`src/rtl/prim_arbiter_wrr_if.sv`:
```
// Bundle of requester-side and downstream-side signals of the weighted
// round-robin arbiter. master = arbiter view, slave = environment view.
// Field names follow the arbiter's datasheet names so the bench reads 1:1.
interface prim_arbiter_wrr_if #(
  parameter int N  = 4,
  parameter int DW = 32,
  parameter int WW = 4
);
  localparam int IW = $clog2(N);

  // requester side
  logic [N-1:0]    req_i;
  logic [N*DW-1:0] data_i;
  logic [N*WW-1:0] cfg_weight_i;
  logic [N-1:0]    gnt_o;

  // downstream channel
  logic [IW-1:0]   idx_o;
  logic            valid_o;
  logic [DW-1:0]   data_o;
  logic            ready_i;

  modport master (
    input  req_i,
    input  data_i,
    input  cfg_weight_i,
    input  ready_i,
    output gnt_o,
    output idx_o,
    output valid_o,
    output data_o
  );

  modport slave (
    output req_i,
    output data_i,
    output cfg_weight_i,
    output ready_i,
    input  gnt_o,
    input  idx_o,
    input  valid_o,
    input  data_o
  );
endinterface

```
`src/rtl/prim_arbiter_wrr.sv`:
```
// Weighted round-robin arbiter: N requesters share one ready/valid channel.
// Latency: zero cycles (request to valid_o/data_o is combinational).
// Backpressure: a stalled selection is locked until accepted or dropped.
module prim_arbiter_wrr #(
  parameter int N  = 4,
  parameter int DW = 32,
  parameter int WW = 4
) (
  input  logic               clk_i,
  input  logic               rst_ni,
  prim_arbiter_wrr_if.master bus
);
  localparam int IW = $clog2(N);

  // Burst owner, grants already given in its burst, and the lock that pins
  // the selection while downstream stalls.
  logic [IW-1:0] cur_q;
  logic [WW-1:0] cnt_q;
  logic          lock_q;
  logic [IW-1:0] lidx_q;
  logic          lfresh_q;

  logic [WW-1:0] weight [N];
  logic [DW-1:0] word   [N];
  logic [N-1:0]  elig;

  for (genvar k = 0; k < N; k++) begin : g_unpack
    assign weight[k] = bus.cfg_weight_i[k*WW +: WW];
    assign word[k]   = bus.data_i[k*DW +: DW];
    assign elig[k]   = bus.req_i[k] && (weight[k] != '0);
  end

  // cnt_q == 0 only happens straight out of reset and means "no burst in
  // progress", so the very first selection searches from index 0 instead of
  // continuing a phantom burst on the reset owner N-1.
  logic cont;
  assign cont = elig[cur_q] && (cnt_q != '0) && (cnt_q < weight[cur_q]);

  logic          hit;
  logic [IW-1:0] srch_idx;
  logic [IW-1:0] scan;

  // Rotating search: cur_q+1 .. N-1, 0 .. cur_q, first eligible wins.
  always_comb begin
    hit      = 1'b0;
    srch_idx = '0;
    scan     = cur_q;
    for (int i = 0; i < N; i++) begin
      scan = (scan == IW'(N-1)) ? '0 : scan + IW'(1);
      if (!hit && elig[scan]) begin
        hit      = 1'b1;
        srch_idx = scan;
      end
    end
  end

  logic [IW-1:0] sel;
  logic          fresh;
  logic          valid;

  // Selection: a lock wins over everything (weight ignored), then the
  // running burst, then a fresh search result.
  always_comb begin
    sel   = '0;
    fresh = 1'b0;
    valid = 1'b0;
    if (lock_q) begin
      sel   = lidx_q;
      fresh = lfresh_q;
      valid = bus.req_i[lidx_q];
    end else if (cont) begin
      sel   = cur_q;
      valid = 1'b1;
    end else if (hit) begin
      sel   = srch_idx;
      fresh = 1'b1;
      valid = 1'b1;
    end
  end

  logic handshake;
  assign handshake   = valid && bus.ready_i;

  assign bus.valid_o = valid;
  assign bus.idx_o   = valid ? sel : '0;
  assign bus.data_o  = valid ? word[sel] : '0;

  // One-hot grant; ready_i only feeds this path.
  always_comb begin
    bus.gnt_o = '0;
    for (int k = 0; k < N; k++) begin
      if (handshake && (sel == IW'(k))) bus.gnt_o[k] = 1'b1;
    end
  end

  // Burst bookkeeping and stall lock.
  always_ff @(posedge clk_i or negedge rst_ni) begin
    if (!rst_ni) begin
      cur_q    <= IW'(N-1);
      cnt_q    <= '0;
      lock_q   <= 1'b0;
      lidx_q   <= '0;
      lfresh_q <= 1'b0;
    end else if (lock_q && !valid) begin
      // locked requester withdrew: release without touching the burst
      lock_q <= 1'b0;
    end else if (handshake) begin
      lock_q <= 1'b0;
      if (fresh) begin
        cur_q <= sel;
        cnt_q <= WW'(1);
      end else if (cnt_q != '1) begin
        cnt_q <= cnt_q + WW'(1);
      end
    end else if (valid) begin
      // stalled: pin selection and remember whether it starts a new burst
      lock_q   <= 1'b1;
      lidx_q   <= sel;
      lfresh_q <= fresh;
    end
  end
endmodule

```
`src/flat_wrapper.sv`:
```
// flat-port wrapper written by rule: the top's interface ports become plain ports
module prim_arbiter_wrr_flat 
#(
  parameter int N  = 4,
  parameter int DW = 32,
  parameter int WW = 4
)
  (clk_i, rst_ni, bus_req_i, bus_data_i, bus_cfg_weight_i, bus_ready_i, bus_gnt_o, bus_idx_o, bus_valid_o, bus_data_o);
  prim_arbiter_wrr_if #(.N(N), .DW(DW), .WW(WW)) bus_i ();
  input  logic clk_i;
  input  logic rst_ni;
  input wire logic [$bits(bus_i.req_i)-1:0] bus_req_i;
  input wire logic [$bits(bus_i.data_i)-1:0] bus_data_i;
  input wire logic [$bits(bus_i.cfg_weight_i)-1:0] bus_cfg_weight_i;
  input wire logic [$bits(bus_i.ready_i)-1:0] bus_ready_i;
  output wire logic [$bits(bus_i.gnt_o)-1:0] bus_gnt_o;
  output wire logic [$bits(bus_i.idx_o)-1:0] bus_idx_o;
  output wire logic [$bits(bus_i.valid_o)-1:0] bus_valid_o;
  output wire logic [$bits(bus_i.data_o)-1:0] bus_data_o;
  assign bus_i.req_i = bus_req_i;
  assign bus_i.data_i = bus_data_i;
  assign bus_i.cfg_weight_i = bus_cfg_weight_i;
  assign bus_i.ready_i = bus_ready_i;
  assign bus_gnt_o = bus_i.gnt_o;
  assign bus_idx_o = bus_i.idx_o;
  assign bus_valid_o = bus_i.valid_o;
  assign bus_data_o = bus_i.data_o;
  prim_arbiter_wrr #(.N(N), .DW(DW), .WW(WW)) u_core (.clk_i(clk_i), .rst_ni(rst_ni), .bus(bus_i));
endmodule
```
`config.mk`:
```
export PLATFORM = sky130hd
export DESIGN_NAME = prim_arbiter_wrr_flat
export DESIGN_NICKNAME = d
export VERILOG_FILES = /design/src/rtl/prim_arbiter_wrr_if.sv /design/src/rtl/prim_arbiter_wrr.sv /design/src/flat_wrapper.sv
export SDC_FILE = /design/constraint.sdc
export NUM_CORES = 1
export LEC_CHECK = 0
export CORE_MARGIN = 4
export CORE_UTILIZATION = 31
export CTS_CLUSTER_SIZE = 24
export DETAILED_ROUTE_END_ITERATION = 7
export GPL_ROUTABILITY_DRIVEN = 0
export PLACE_DENSITY = 0.8
export SLEW_MARGIN = 10
export SYNTH_ARGS = -nofsm -noshare
export SYNTH_HDL_FRONTEND = slang
export SYNTH_SLANG_ARGS = --single-unit
```
`constraint.sdc`:
```
create_clock -name clk_i -period 6.22 [get_ports clk_i]
set_input_delay 1.866 -clock clk_i [delete_from_list [all_inputs] [get_ports clk_i]]
set_output_delay 1.866 -clock clk_i [all_outputs]
set_load 0.05 [all_outputs]
```
======== Yosys cells after proc, flatten, opt, wreduce, memory -nomap -nowiden ========
Index checks and enable logic that the tools add are counted.
cells by class
  add/subtract/negate cells ............... 5
  order comparisons ....................... 9
  equal/unequal tests ..................... 8
  multiplexer cells ....................... 49
  bitwise gates (word level) .............. 4
  reduce and logical (&&, ||, !) cells .... 30
operator list
  kind                                                number
  two-way mux 32 bit                                  3
  binary-select mux 32 bit (select 2 bit)             1
  two-way mux 2 bit                                   12
  two-way mux 1 bit                                   22
  nonzero test 4 bit                                  5
  < comparator 2 x 3 -> 1 bit, second input constant  6
  two-way mux 4 bit                                   4
  logical AND 1 bit                                   15
  binary-select mux 1 bit (select 2 bit)              6
  == test 2 bit, second input constant                6
  AND reduction 3 bit                                 3
  adder 2 x 1 -> 2 bit, second input constant         4
  binary-select mux 4 bit (select 2 bit)              1
  >= comparator 3 bit, second input constant          2
  inverter 2 -> 3 bit                                 2
  adder 4 x 1 -> 4 bit, second input constant         1
  zero test 1 bit                                     4
  < comparator 4 bit                                  1
  inequality test 4 bit, second input constant        1
  nonzero test 3 bit                                  1
  == test 2 x 1 -> 1 bit, second input constant       1
  zero test 2 bit                                     1
  inverter 1 bit                                      2
  nonzero test 2 bit                                  1
word-level totals
  bits in registers ....................... 10
  input bits .............................. 151
  logic and storage cells ................. 110

======== Logic depth before layout (Yosys ltp) ========
  depth after elaboration ................. 22
  depth in mapped cells ................... 13
  depth with buffers taken out ............ 10

======== Worst setup path before layout ========
Ideal clock, no wire load.
  kind .................................... in2out
  start point ............................. input bus_cfg_weight_i[14]
  end point ............................... output bus_gnt_o[3]
  arrival time ............................ 5.174 ns
  required time ........................... 4.354 ns
  setup slack ............................. -0.820 ns
  stages .................................. 9
  buffers on the path ..................... 1
  cell sequence ........................... mux4_2 -> inv_1 -> ha_1 -> a21o_1 -> a221o_1 -> o41ai_1 -> a21oi_1 -> buf_2 -> nor4_1
between the ends
  word-level cells in the longest chain between the ends .. 20
  elaborated cells on any way between the ends .. 42
  those cells by class .................... 1 x order compare; 1 x eq/ne; 28 x mux; 12 x reduce/logical
RTL lines
  what                                                           RTL line                                        text
  from (decl)                                                    flat_wrapper.sv:14                              input wire logic [$bits(bus_i.cfg_weight_i)-1:0] bus_cfg_weight_i;
  nonzero test 4 bit                                             prim_arbiter_wrr.sv:30                          assign elig[k] = bus.req_i[k] && (weight[k] != '0);
  logical AND 1 bit                                              prim_arbiter_wrr.sv:30
  binary-select mux 1 bit (select 2 bit)                         prim_arbiter_wrr.sv:50                          if (!hit && elig[scan]) begin
  two-way mux 1 bit (implied by the code)                        prim_arbiter_wrr.sv:50
  two-way mux 1 bit                                              prim_arbiter_wrr.sv:50
  zero test 1 bit                                                prim_arbiter_wrr.sv:50
  logical AND 1 bit                                              prim_arbiter_wrr.sv:50
  two-way mux 1 bit                                              prim_arbiter_wrr.sv:50
  (+4 left out)                                                  -
  logical AND 1 bit                                              prim_arbiter_wrr.sv:50
  two-way mux 2 bit / two-way mux 1 bit (equally long branches)  prim_arbiter_wrr.sv:50
  two-way mux 2 bit / two-way mux 1 bit (equally long branches)  prim_arbiter_wrr.sv:74                          end else if (hit) begin
  two-way mux 2 bit / two-way mux 1 bit (equally long branches)  prim_arbiter_wrr.sv:71                          end else if (cont) begin
  two-way mux 2 bit / two-way mux 1 bit (equally long branches)  prim_arbiter_wrr.sv:67                          if (lock_q) begin
  == test 2 bit / logical AND 1 bit (equally long branches)      prim_arbiter_wrr.sv:92, prim_arbiter_wrr.sv:82
  logical AND 1 bit *                                            prim_arbiter_wrr.sv:92                          if (handshake && (sel == IW'(k))) bus.gnt_o[k] = 1'b1;
  two-way mux 1 bit *                                            prim_arbiter_wrr.sv:92
  to (decl)                                                      flat_wrapper.sv:16                              output wire logic [$bits(bus_i.gnt_o)-1:0] bus_gnt_o;
Mark *: on every way between the ends. The rest lies on a longest branch, timed or not. The select of a mux whose other input is x is not followed.

======== Worst setup path in the final report ========
  start point ............................. input bus_cfg_weight_i[14]
  end point ............................... output bus_data_o[9]
between the ends
  word-level cells in the longest chain between the ends .. 22
  elaborated cells on any way between the ends .. 43
  those cells by class .................... 1 x order compare; 31 x mux; 1 x bitwise; 10 x reduce/logical
RTL lines
  what                                                           RTL line                text
  nonzero test 4 bit                                             prim_arbiter_wrr.sv:30
  logical AND 1 bit                                              prim_arbiter_wrr.sv:30
  binary-select mux 1 bit (select 2 bit)                         prim_arbiter_wrr.sv:50
  two-way mux 1 bit (implied by the code)                        prim_arbiter_wrr.sv:50
  two-way mux 1 bit                                              prim_arbiter_wrr.sv:50
  zero test 1 bit                                                prim_arbiter_wrr.sv:50
  logical AND 1 bit                                              prim_arbiter_wrr.sv:50
  two-way mux 1 bit                                              prim_arbiter_wrr.sv:50
  (+5 left out)                                                  -
  two-way mux 2 bit / two-way mux 1 bit (equally long branches)  prim_arbiter_wrr.sv:50
  two-way mux 2 bit                                              prim_arbiter_wrr.sv:74
  two-way mux 2 bit                                              prim_arbiter_wrr.sv:71
  two-way mux 2 bit                                              prim_arbiter_wrr.sv:67
  inverter 2 -> 3 bit (implied by the code)                      prim_arbiter_wrr.sv:86  assign bus.data_o = valid ? word[sel] : '0;
  binary-select mux 32 bit (select 2 bit)                        prim_arbiter_wrr.sv:86
  two-way mux 32 bit (implied by the code) (2 in series)         prim_arbiter_wrr.sv:86
  two-way mux 32 bit *                                           prim_arbiter_wrr.sv:86
  to (decl)                                                      flat_wrapper.sv:19      output wire logic [$bits(bus_i.data_o)-1:0] bus_data_o;
Marked as above.

==> results.ini <==
[status]
status=finished with violations
violations=negative setup slack

[drt]
routed.top_layer=met4
ant_nets=0
viasPerCell=5.44
dr_wl_met3_um=1130
vias=3225
wire_per_inst_um=22.0
route.detailed.drc=0
wl_met2_um=7070
dr.pass1.iters=4
routed_wl_um=13000
wl_met1_um=4210
drt_iter0_drc=118

[sta]
drv_slew=0
setup_ws_ps=-419
timing.slew.headroom_pct=65.1
skew_ps=0.786
fin_setup_tns_ps=-13280
max_slew.worst_pin.slew_ps=524
min_period_ps=6640
period_share_pct=107
clock.fmax_mhz=151
setup_viol_count_final=38
whs_ps=559
final_hold_viol_count=0
grt_setup_unrepaired=true

[place]
place_hpwl_um=9430
io_buffers=189
place_ws_ps=-811
post_dp_cell_area_um2=5450

[logic_synthesis]
synth_fp_nets=417
synth_ff_type=dfrtp_1
synthesis.instances=260
synth_area_um2=2360
synth_seq_cells=10
avgSynthCellArea_um2=9.08
ys_warn_count=0
seq_area_frac_synth_pct=10.7
yosysUniqueCellTypes=49
synth-async-reset-ratio_pct=100
synth_edf_count=0

[setup_path]
r2r-end=u_core.lidx_q[1]$_DFFE_PN0P_
required_ps=4350
ff2ff_path_depth=13
path_class=input pin to output port
start_kind=input pin
rrSetupSlack_ps=2550
critPathMaxFanout=6
end_kind=output port
cp.arrival_ps=4770
worstReg2RegStart=u_core.cur_q[1]$_DFFE_PN1P_

[grt]
grt_max_degree=18
grt_usage_pct=26.1
grt-ovfl-total=0
grt_pass1_wl_um=18200
grt_pass1_vias=3411
antenna_found_initial=0

[clock_network]
clock-sinks=10
cts-buffers-inserted=3
clk_pin_slew_ps=50
tritoncts=built
cts.htree.levels=1
hold_buffers=0
insertion_delay_ps=230
cts.path.max_buffers=2
clockRootBuffer=clkbuf_8

[floorplan]
rows=31
dieHeight_um=95.3
start_util_pct=32.2
io_pins=190
dieArea_um2=9080
design.core.area_um2=7330
die_w_um=95.3

[hold_path]
min_path_type=register to register
hold_start=u_core.lfresh_q$_DFFE_PN0P_
hold_end=u_core.lfresh_q$_DFFE_PN0P_
min_path_cells=2

[finish]
mostFrequentLayoutCells=clkdlybuf4s50_1, buf_12, inv_1, buf_4, o221ai_4
layout_commonest_cell=clkdlybuf4s50_1
fin_nets=652
design_area_um2=6210
syn_to_final_growth_pct=163
antenna-diode-count=0
layout-drive-gt1-share_pct=43.7

[job]
maxCapViolCount=0

-- metrics by stage --
stage                     std cells  utilization, %
after floorplan                 260               -
after global placement          577            74.3
after detailed placement        577            74.3
after CTS                       592            82.1
after global routing            593            84.8
final                           593            84.8
-- worst max-delay path by stage --
stage	startpoint	endpoint	depth (start not counted)
floorplan	bus_cfg_weight_i[14]	bus_data_o[0]	10
global placement	bus_cfg_weight_i[14]	bus_data_o[12]	14
detailed placement	bus_cfg_weight_i[10]	bus_data_o[1]	13
CTS	bus_cfg_weight_i[14]	bus_data_o[28]	13
global route	bus_cfg_weight_i[14]	bus_data_o[25]	14
finish	bus_cfg_weight_i[14]	bus_data_o[9]	14
-- sequential cells by signal, summed over array words and instances, names as in the netlist --
name / count
u_core.lock_q: 1
u_core.cur_q: 2
u_core.lfresh_q: 1
u_core.lidx_q: 2
u_core.cnt_q: 4
-- worst max-delay path, cell delays in order --
cell and delay [ps]:
buf_6 90, mux4_2 490, inv_2 80, ha_4 190
a21o_1 160, a221o_1 320, a211o_1 310, and2_4 200
nor2_8 140, buf_12 150, buf_6 200, mux2i_4 270
o221ai_4 130, buf_12 170
-- metal layers --
layer  track usage [%]  vias up
met1              27.2     1526
met5                 0        -
met2              50.7      178
met4              10.8        0
met3              4.74       45
li1                  -     1476
-- Yosys cell counts (all sizes together), types with 2 or more instances --
| master | number | area [um^2] |
|---|---|---|
| ha | 6 | 75.1 |
| o21a | 3 | 22.5 |
| o221ai | 32 | 468 |
| nor3 | 3 | 26.3 |
| mux2i | 35 | 350 |
| nand3 | 36 | 180 |
| nor2 | 10 | 53.8 |
| and2 | 4 | 27.5 |
| and3 | 3 | 18.8 |
| o31ai | 2 | 28.8 |
| dfstp | 2 | 52.6 |
| a211o | 2 | 26.3 |
| mux2 | 4 | 45.0 |
| nand2b | 3 | 18.8 |
| a21oi | 7 | 35.0 |
| nor4 | 2 | 12.5 |
| o41ai | 5 | 73.8 |
| inv | 40 | 150 |
| or2 | 2 | 12.5 |
| o21ai | 6 | 33.8 |
| mux4 | 5 | 113 |
| dfrtp | 8 | 200 |
| nand2 | 8 | 46.3 |
| buf | 17 | 181 |
| clkbuf | 4 | 15.0 |
-- kinds of logic (layout without fill, tap and decap cells) --
group / after synthesis / count (layout) / share of synthesized area [%]
AO/OA/AOI/OAI: 64 / 64 / 31.8
adder cells (fa/ha/maj): 6 / 6 / 3.18
buffers and inverters: 61 / 295 / 14.7
flip-flops: 10 / 10 / 10.7
multiplexers: 44 / 44 / 21.5
AND/OR/NAND/NOR: 75 / 75 / 18.1
-- area by class of cell --
cell class | instances | area, um^2
multi-input cells | 189 | 2620
clock buffers | 4 | 55.1
well taps | 99 | 124
fillers | 345 | 1120
repair buffers | 251 | 3010
flip-flops and latches | 10 | 253
inverters | 40 | 154
-- what timing repair did --
action                                  4_1_cts  5_1_grt
resized for setup                            92       36
pin swaps                                    17       23
gates cloned                                  5        0
setup buffers                                 9        4
endpoints found under the setup margin       38       38
Power is left out: the tool's default activity adds up to more than one toggle a clock period on the data nets, which glitch-free logic cannot reach.
